**src/rtl/arm_pkg.sv**
```systemverilog
// Shared ARM-style definitions: condition codes, flag bit positions and the
// EXE/MEM control bundle with its gating helper.
package arm_pkg;

  localparam int unsigned FLAG_N = 3;
  localparam int unsigned FLAG_Z = 2;
  localparam int unsigned FLAG_C = 1;
  localparam int unsigned FLAG_V = 0;

  localparam logic [31:0] RETIRE_MAX = 32'hFFFF_FFFF;

  typedef enum logic [3:0] {
    COND_EQ = 4'b0000,
    COND_NE = 4'b0001,
    COND_CS = 4'b0010,
    COND_CC = 4'b0011,
    COND_MI = 4'b0100,
    COND_PL = 4'b0101,
    COND_VS = 4'b0110,
    COND_VC = 4'b0111,
    COND_HI = 4'b1000,
    COND_LS = 4'b1001,
    COND_GE = 4'b1010,
    COND_LT = 4'b1011,
    COND_GT = 4'b1100,
    COND_LE = 4'b1101,
    COND_AL = 4'b1110,
    COND_NV = 4'b1111
  } cond_e;

  typedef struct packed {
    logic valid;
    logic wb_en;
    logic mem_r_en;
    logic mem_w_en;
  } ctrl_t;

  // A squashed or bubble slot must never write back or touch memory.
  function automatic ctrl_t gate_ctrl(input logic commit, input logic wb_en,
                                      input logic mem_r_en, input logic mem_w_en);
    ctrl_t c;
    c.valid    = commit;
    c.wb_en    = commit & wb_en;
    c.mem_r_en = commit & mem_r_en;
    c.mem_w_en = commit & mem_w_en;
    return c;
  endfunction

endpackage

```
**src/rtl/exe_mem_reg_if.sv**
```systemverilog
// EXE->MEM pipeline boundary: EXE-stage results and hazard controls in,
// registered MEM-stage fields, flags, condition result and retire count out.
interface exe_mem_reg_if;

  logic        valid_in;
  logic [31:0] alu_result;
  logic [3:0]  status_bits;
  logic        s_bit;
  logic        wb_en_in;
  logic        mem_r_en_in;
  logic        mem_w_en_in;
  logic [3:0]  dest_in;
  logic [31:0] val_rm_in;
  logic        freeze;
  logic        flush;
  logic [3:0]  cond_in;

  logic        wb_en;
  logic        mem_r_en;
  logic        mem_w_en;
  logic        valid_out;
  logic [31:0] alu_result_out;
  logic [31:0] val_rm_out;
  logic [3:0]  dest_out;
  logic [3:0]  status_reg;
  logic        carry_out;
  logic        cond_pass;
  logic [31:0] retire_cnt;

  modport master (
    output valid_in, alu_result, status_bits, s_bit, wb_en_in, mem_r_en_in,
           mem_w_en_in, dest_in, val_rm_in, freeze, flush, cond_in,
    input  wb_en, mem_r_en, mem_w_en, valid_out, alu_result_out, val_rm_out,
           dest_out, status_reg, carry_out, cond_pass, retire_cnt
  );

  modport slave (
    input  valid_in, alu_result, status_bits, s_bit, wb_en_in, mem_r_en_in,
           mem_w_en_in, dest_in, val_rm_in, freeze, flush, cond_in,
    output wb_en, mem_r_en, mem_w_en, valid_out, alu_result_out, val_rm_out,
           dest_out, status_reg, carry_out, cond_pass, retire_cnt
  );

endinterface

```
**src/rtl/cond_check.sv**
```systemverilog
// Combinational ARM condition-code evaluator against a {N,Z,C,V} flag nibble.
module cond_check
  import arm_pkg::*;
(
  input  logic [3:0] cond,
  input  logic [3:0] flags,
  output logic       pass
);

  logic  n;
  logic  z;
  logic  c;
  logic  v;
  cond_e code;

  // Decode the condition field against the supplied flags.
  always_comb begin
    n    = flags[FLAG_N];
    z    = flags[FLAG_Z];
    c    = flags[FLAG_C];
    v    = flags[FLAG_V];
    code = cond_e'(cond);
    case (code)
      COND_EQ: pass = z;
      COND_NE: pass = ~z;
      COND_CS: pass = c;
      COND_CC: pass = ~c;
      COND_MI: pass = n;
      COND_PL: pass = ~n;
      COND_VS: pass = v;
      COND_VC: pass = ~v;
      COND_HI: pass = c & ~z;
      COND_LS: pass = ~c | z;
      COND_GE: pass = (n == v);
      COND_LT: pass = (n != v);
      COND_GT: pass = ~z & (n == v);
      COND_LE: pass = z | (n != v);
      COND_AL: pass = 1'b1;
      COND_NV: pass = 1'b0;
      default: pass = 1'b0;
    endcase
  end

endmodule

```
**src/rtl/exe_mem_reg.sv**
```systemverilog
// EXE/MEM pipeline register with the architectural flag register, a flag
// bypass for the ID-stage condition check, and a saturating retire counter.
module exe_mem_reg
  import arm_pkg::*;
(
  input logic          clk,
  input logic          rst,
  exe_mem_reg_if.slave bus
);

  logic        commit;
  logic        set_flags;
  logic [3:0]  flags_next;
  ctrl_t       ctrl;
  logic [31:0] alu_data;
  logic [31:0] rm_data;
  logic [3:0]  dest;
  logic [3:0]  flags;
  logic [31:0] retire;
  wire  [31:0] retire_nxt;

  // Commit qualification and next-state flags; the ID stage sees the flags
  // the current EXE instruction is about to write, so no bubble is needed.
  always_comb begin
    commit    = bus.valid_in & ~bus.freeze & ~bus.flush;
    set_flags = commit & bus.s_bit;
    if (set_flags) begin
      flags_next = bus.status_bits;
    end else begin
      flags_next = flags;
    end
  end

  assign retire_nxt = (commit && (retire != RETIRE_MAX)) ? (retire + 32'd1) : retire;

  cond_check u_cond_check (
    .cond  (bus.cond_in),
    .flags (flags_next),
    .pass  (bus.cond_pass)
  );

  // Pipeline, flag and retire state; freeze holds everything, including
  // over a simultaneous flush.
  always_ff @(posedge clk or negedge rst) begin
    if (!rst) begin
      ctrl     <= '0;
      alu_data <= 32'h0000_0000;
      rm_data  <= 32'h0000_0000;
      dest     <= 4'b0000;
      flags    <= 4'b0000;
      retire   <= 32'h0000_0000;
    end else if (!bus.freeze) begin
      ctrl     <= gate_ctrl(commit, bus.wb_en_in, bus.mem_r_en_in, bus.mem_w_en_in);
      alu_data <= bus.alu_result;
      rm_data  <= bus.val_rm_in;
      dest     <= bus.dest_in;
      flags    <= flags_next;
      retire   <= retire_nxt;
    end
  end

  assign bus.valid_out      = ctrl.valid;
  assign bus.wb_en          = ctrl.wb_en;
  assign bus.mem_r_en       = ctrl.mem_r_en;
  assign bus.mem_w_en       = ctrl.mem_w_en;
  assign bus.alu_result_out = alu_data;
  assign bus.val_rm_out     = rm_data;
  assign bus.dest_out       = dest;
  assign bus.status_reg     = flags;
  assign bus.carry_out      = flags[FLAG_C];
  assign bus.retire_cnt     = retire;

endmodule

```
**src/flat_wrapper.sv**
```systemverilog
// flat-port wrapper written by rule: the top's interface ports become plain ports
module exe_mem_reg_flat import arm_pkg::*;
  (clk, rst, bus_valid_in, bus_alu_result, bus_status_bits, bus_s_bit, bus_wb_en_in, bus_mem_r_en_in, bus_mem_w_en_in, bus_dest_in, bus_val_rm_in, bus_freeze, bus_flush, bus_cond_in, bus_wb_en, bus_mem_r_en, bus_mem_w_en, bus_valid_out, bus_alu_result_out, bus_val_rm_out, bus_dest_out, bus_status_reg, bus_carry_out, bus_cond_pass, bus_retire_cnt);
  exe_mem_reg_if bus_i ();
  input logic clk;
  input logic rst;
  input wire logic [$bits(bus_i.valid_in)-1:0] bus_valid_in;
  input wire logic [$bits(bus_i.alu_result)-1:0] bus_alu_result;
  input wire logic [$bits(bus_i.status_bits)-1:0] bus_status_bits;
  input wire logic [$bits(bus_i.s_bit)-1:0] bus_s_bit;
  input wire logic [$bits(bus_i.wb_en_in)-1:0] bus_wb_en_in;
  input wire logic [$bits(bus_i.mem_r_en_in)-1:0] bus_mem_r_en_in;
  input wire logic [$bits(bus_i.mem_w_en_in)-1:0] bus_mem_w_en_in;
  input wire logic [$bits(bus_i.dest_in)-1:0] bus_dest_in;
  input wire logic [$bits(bus_i.val_rm_in)-1:0] bus_val_rm_in;
  input wire logic [$bits(bus_i.freeze)-1:0] bus_freeze;
  input wire logic [$bits(bus_i.flush)-1:0] bus_flush;
  input wire logic [$bits(bus_i.cond_in)-1:0] bus_cond_in;
  output wire logic [$bits(bus_i.wb_en)-1:0] bus_wb_en;
  output wire logic [$bits(bus_i.mem_r_en)-1:0] bus_mem_r_en;
  output wire logic [$bits(bus_i.mem_w_en)-1:0] bus_mem_w_en;
  output wire logic [$bits(bus_i.valid_out)-1:0] bus_valid_out;
  output wire logic [$bits(bus_i.alu_result_out)-1:0] bus_alu_result_out;
  output wire logic [$bits(bus_i.val_rm_out)-1:0] bus_val_rm_out;
  output wire logic [$bits(bus_i.dest_out)-1:0] bus_dest_out;
  output wire logic [$bits(bus_i.status_reg)-1:0] bus_status_reg;
  output wire logic [$bits(bus_i.carry_out)-1:0] bus_carry_out;
  output wire logic [$bits(bus_i.cond_pass)-1:0] bus_cond_pass;
  output wire logic [$bits(bus_i.retire_cnt)-1:0] bus_retire_cnt;
  assign bus_i.valid_in = bus_valid_in;
  assign bus_i.alu_result = bus_alu_result;
  assign bus_i.status_bits = bus_status_bits;
  assign bus_i.s_bit = bus_s_bit;
  assign bus_i.wb_en_in = bus_wb_en_in;
  assign bus_i.mem_r_en_in = bus_mem_r_en_in;
  assign bus_i.mem_w_en_in = bus_mem_w_en_in;
  assign bus_i.dest_in = bus_dest_in;
  assign bus_i.val_rm_in = bus_val_rm_in;
  assign bus_i.freeze = bus_freeze;
  assign bus_i.flush = bus_flush;
  assign bus_i.cond_in = bus_cond_in;
  assign bus_wb_en = bus_i.wb_en;
  assign bus_mem_r_en = bus_i.mem_r_en;
  assign bus_mem_w_en = bus_i.mem_w_en;
  assign bus_valid_out = bus_i.valid_out;
  assign bus_alu_result_out = bus_i.alu_result_out;
  assign bus_val_rm_out = bus_i.val_rm_out;
  assign bus_dest_out = bus_i.dest_out;
  assign bus_status_reg = bus_i.status_reg;
  assign bus_carry_out = bus_i.carry_out;
  assign bus_cond_pass = bus_i.cond_pass;
  assign bus_retire_cnt = bus_i.retire_cnt;
  exe_mem_reg u_core (.clk(clk), .rst(rst), .bus(bus_i));
endmodule
```
**config.mk**
```make
export PLATFORM = sky130hd
export DESIGN_NAME = exe_mem_reg_flat
export DESIGN_NICKNAME = d
export VERILOG_FILES = /design/src/rtl/arm_pkg.sv /design/src/rtl/exe_mem_reg_if.sv /design/src/rtl/cond_check.sv /design/src/rtl/exe_mem_reg.sv /design/src/flat_wrapper.sv
export SDC_FILE = /design/constraint.sdc
export NUM_CORES = 1
export LEC_CHECK = 0
export BUFFER_PORTS_ARGS = -buffer_cell sky130_fd_sc_hd__buf_2
export CAP_MARGIN = 40
export CORE_ASPECT_RATIO = 0.75
export CORE_MARGIN = 1.5
export CORE_UTILIZATION = 40
export CTS_CLUSTER_DIAMETER = 40
export DETAILED_ROUTE_END_ITERATION = 10
export PLACE_DENSITY = 0.74
export SETUP_SLACK_MARGIN = 0.2
export SKIP_CTS_REPAIR_TIMING = 1
export SLEW_MARGIN = 0
export SYNTH_ARGS = -nofsm -noshare
export SYNTH_HDL_FRONTEND = slang
export SYNTH_HIERARCHICAL = 1
export SYNTH_SLANG_ARGS = --single-unit
```
**constraint.sdc**
```tcl
create_clock -name clk -period 2.4 [get_ports clk]
set_input_delay 0.24 -clock clk [delete_from_list [all_inputs] [get_ports clk]]
set_output_delay 0.24 -clock clk [all_outputs]
set_load 0.02 [all_outputs]
```
==> metrics <==
vias roughly 3300; failing checks setup timing; vias in the first global route 3373; DP HPWL 8.01 mm; final period utilization 104%; #FFs+latches synth 108; residual DRC count 0; Area Growth Syn to Fin 34.8%; Netlist Area Pre-Place ~4600 µm²; CTS H-tree depth 3; initial drt markers ~110; Synth Instances 326; Worst Setup End Kind output pin; CP max FO 7; dpl ws -145 ps; Final Non-Filler Cells 674; final worst slack -98.8 ps; pin count of the biggest net entering global routing 73; Pre-antenna DRT Iters 4; crit path kind primary input to output pin; top_reg_cell synth dfrtp_1; area occupied by multi-input gates 1850 µm²; Die H 95.4 µm; maximum clock path buffer count 2; register area share after synthesis around 60%; Yosys cell types 44; total power per unit cell area 734 nW/µm²; cts bufs inserted 9; fin util 55.7%; DR vias/cell 4.95; root buf cell clkbuf_16; number of synthesized flops with an enable pin 0; Slew Limit Fails 0; WL per Instance 15.8 µm; Synth Area in Simple Gates 10.2%; fill count 945; Hold Crit Depth 2; Syn. warnings 6; most frequent cells in the layout buf_2, dfrtp_1, mux2_2, xnor2_1, nand3_1; Top Ports a little under 200; largest family of logic cells by synthesized area multiplexers; setup tns final -98.8 ps; worst hold slack 109 ps; final hold violations 0; gr ovfl total 0; Synth Area in XOR/XNOR 6.73%; Sink Count about 110; clock transition at the registers of the reported paths 70 ps; Hold Path Class primary input to register; Die ar. roughly 12000 µm²; maxcap violations 0; worst slew pin tran 871 ps; CTS tree done; peak supply drop 478 µV; antenna violations before repair 0; max_slew headroom about two fifths; # port buffers roughly 190; Final nets 615; RSZ-0062 raised after global routing true; syn_nets 412; gpl congestion 0.856; n_diodes 0; Layout Skew between 5 and 6 ps; floorplan core area 11000 µm²; Reg area 2700 µm²; top achievable clock speed between 0.4 and 0.5 GHz; Leak 2.95 nW; Reg2Reg Depth 5; overall routed net length 10.6 mm; commonest non-fill, non-tap cell in the layout buf_2; num rows 33; post-synthesis compound-gate area fraction 2.83%; crit path launch type primary input; Total GRT Usage between 15 and 20%; Synth Area per Inst 14.0 µm²; post-route ant nets 0; status finished, violations left; global-route wire length before repair 16.5 mm; Worst-Skew Late Latency between 300 and 400 ps; mux contribution to synthesized area 19.2%; setup violators final 1; Worst Path Arrival 2260 ps; Crit path required time 2160 ps; fraction of registers with async set/reset 100%; layout cells sized above 1 58.4%; Initial Util 41.3%; adder-cell area share of the yosys netlist 0.275%; Tmin final 2500 ps; chip width 126 µm; Placed Cells 656
==> critical path: stages <==
cell       delay [ps]
buf_6             100
nor3b_4           190
and2_4            180
buf_12            110
mux2_4            330
xor2_4            200
xor2_2            180
a2111oi_2         370
a311oi_1           90
o22ai_2           120
buf_6             140
==> Yosys cell counts (all sizes together) (2+ instances only) <==
cell type,instances,area share (%)
a2111oi,2,0.82
a21oi,3,0.33
a22o,3,0.58
and2,3,0.41
and3,4,0.58
and4,3,0.58
buf,4,0.55
clkbuf,10,0.82
dfrtp,108,59
mux2,77,19
nand2,12,1.2
nand3,20,2.2
nand4,12,1.8
nor2,5,0.41
nor3,3,0.33
nor4,4,1.0
xnor2,30,5.8
xor2,5,0.96
==> area by class of cell <==
type,instances,area share [%]
timing repair buffer,206,18.1
clock buffer,9,3.67
multi-input combinational,203,30.1
sequential,108,44.0
tap,140,2.85
clock inverter,7,1.26
inverter,1,0.0611
==> kinds of logic (layout without fill, tap and decap cells) <==
kind of cell,count (synthesis),count (layout)
adder cells (fa/ha/maj),1,1
XOR/XNOR,35,35
buffers and inverters,15,223
multiplexers,78,78
AO/OA/AOI/OAI,15,15
flip-flops,108,108
AND/OR/NAND/NOR,74,74
==> power by group <==
group	switching, mW	internal [mW]
clock network	0.727	0.741
logic	0.525	0.408
registers	0.118	1.99
total	1.37	3.14
==> final timing paths <==
path,from,endpoint,slack (ps)
min in group asynchronous,rst,u_core/bus.val_rm_out[26],480
min,bus_mem_w_en_in,u_core/bus.mem_w_en,110
max in group asynchronous,rst,u_core/bus.alu_result_out[15],1230
max,bus_freeze,bus_cond_pass,-100
max reg2reg,u_core/bus.retire_cnt[20],u_core/bus.retire_cnt[12],310
min reg2reg,u_core/bus.valid_out,u_core/bus.valid_out,480
==> through the flow <==
step / power (mW) / area, µm²
2_1_floorplan: 2.66 / 4590
5_1_grt: 4.73 / 6140
3_5_place_dp: 3.06 / 5770
3_3_place_gp: 3.02 / 5770
4_1_cts: 4.55 / 6070
6_report: 4.51 / 6140
==> metal layers <==
layer / global-route usage [%] / routed length [µm] / up-vias
met1: 20.9 / 4470 / 1622
met5: 0 / 0 / -
met3: 6.45 / 762 / 14
met2: 29.9 / 5250 / 123
li1: - / - / 1575
met4: 6.13 / 159 / 0
Power figures use the tool's default switching activity.
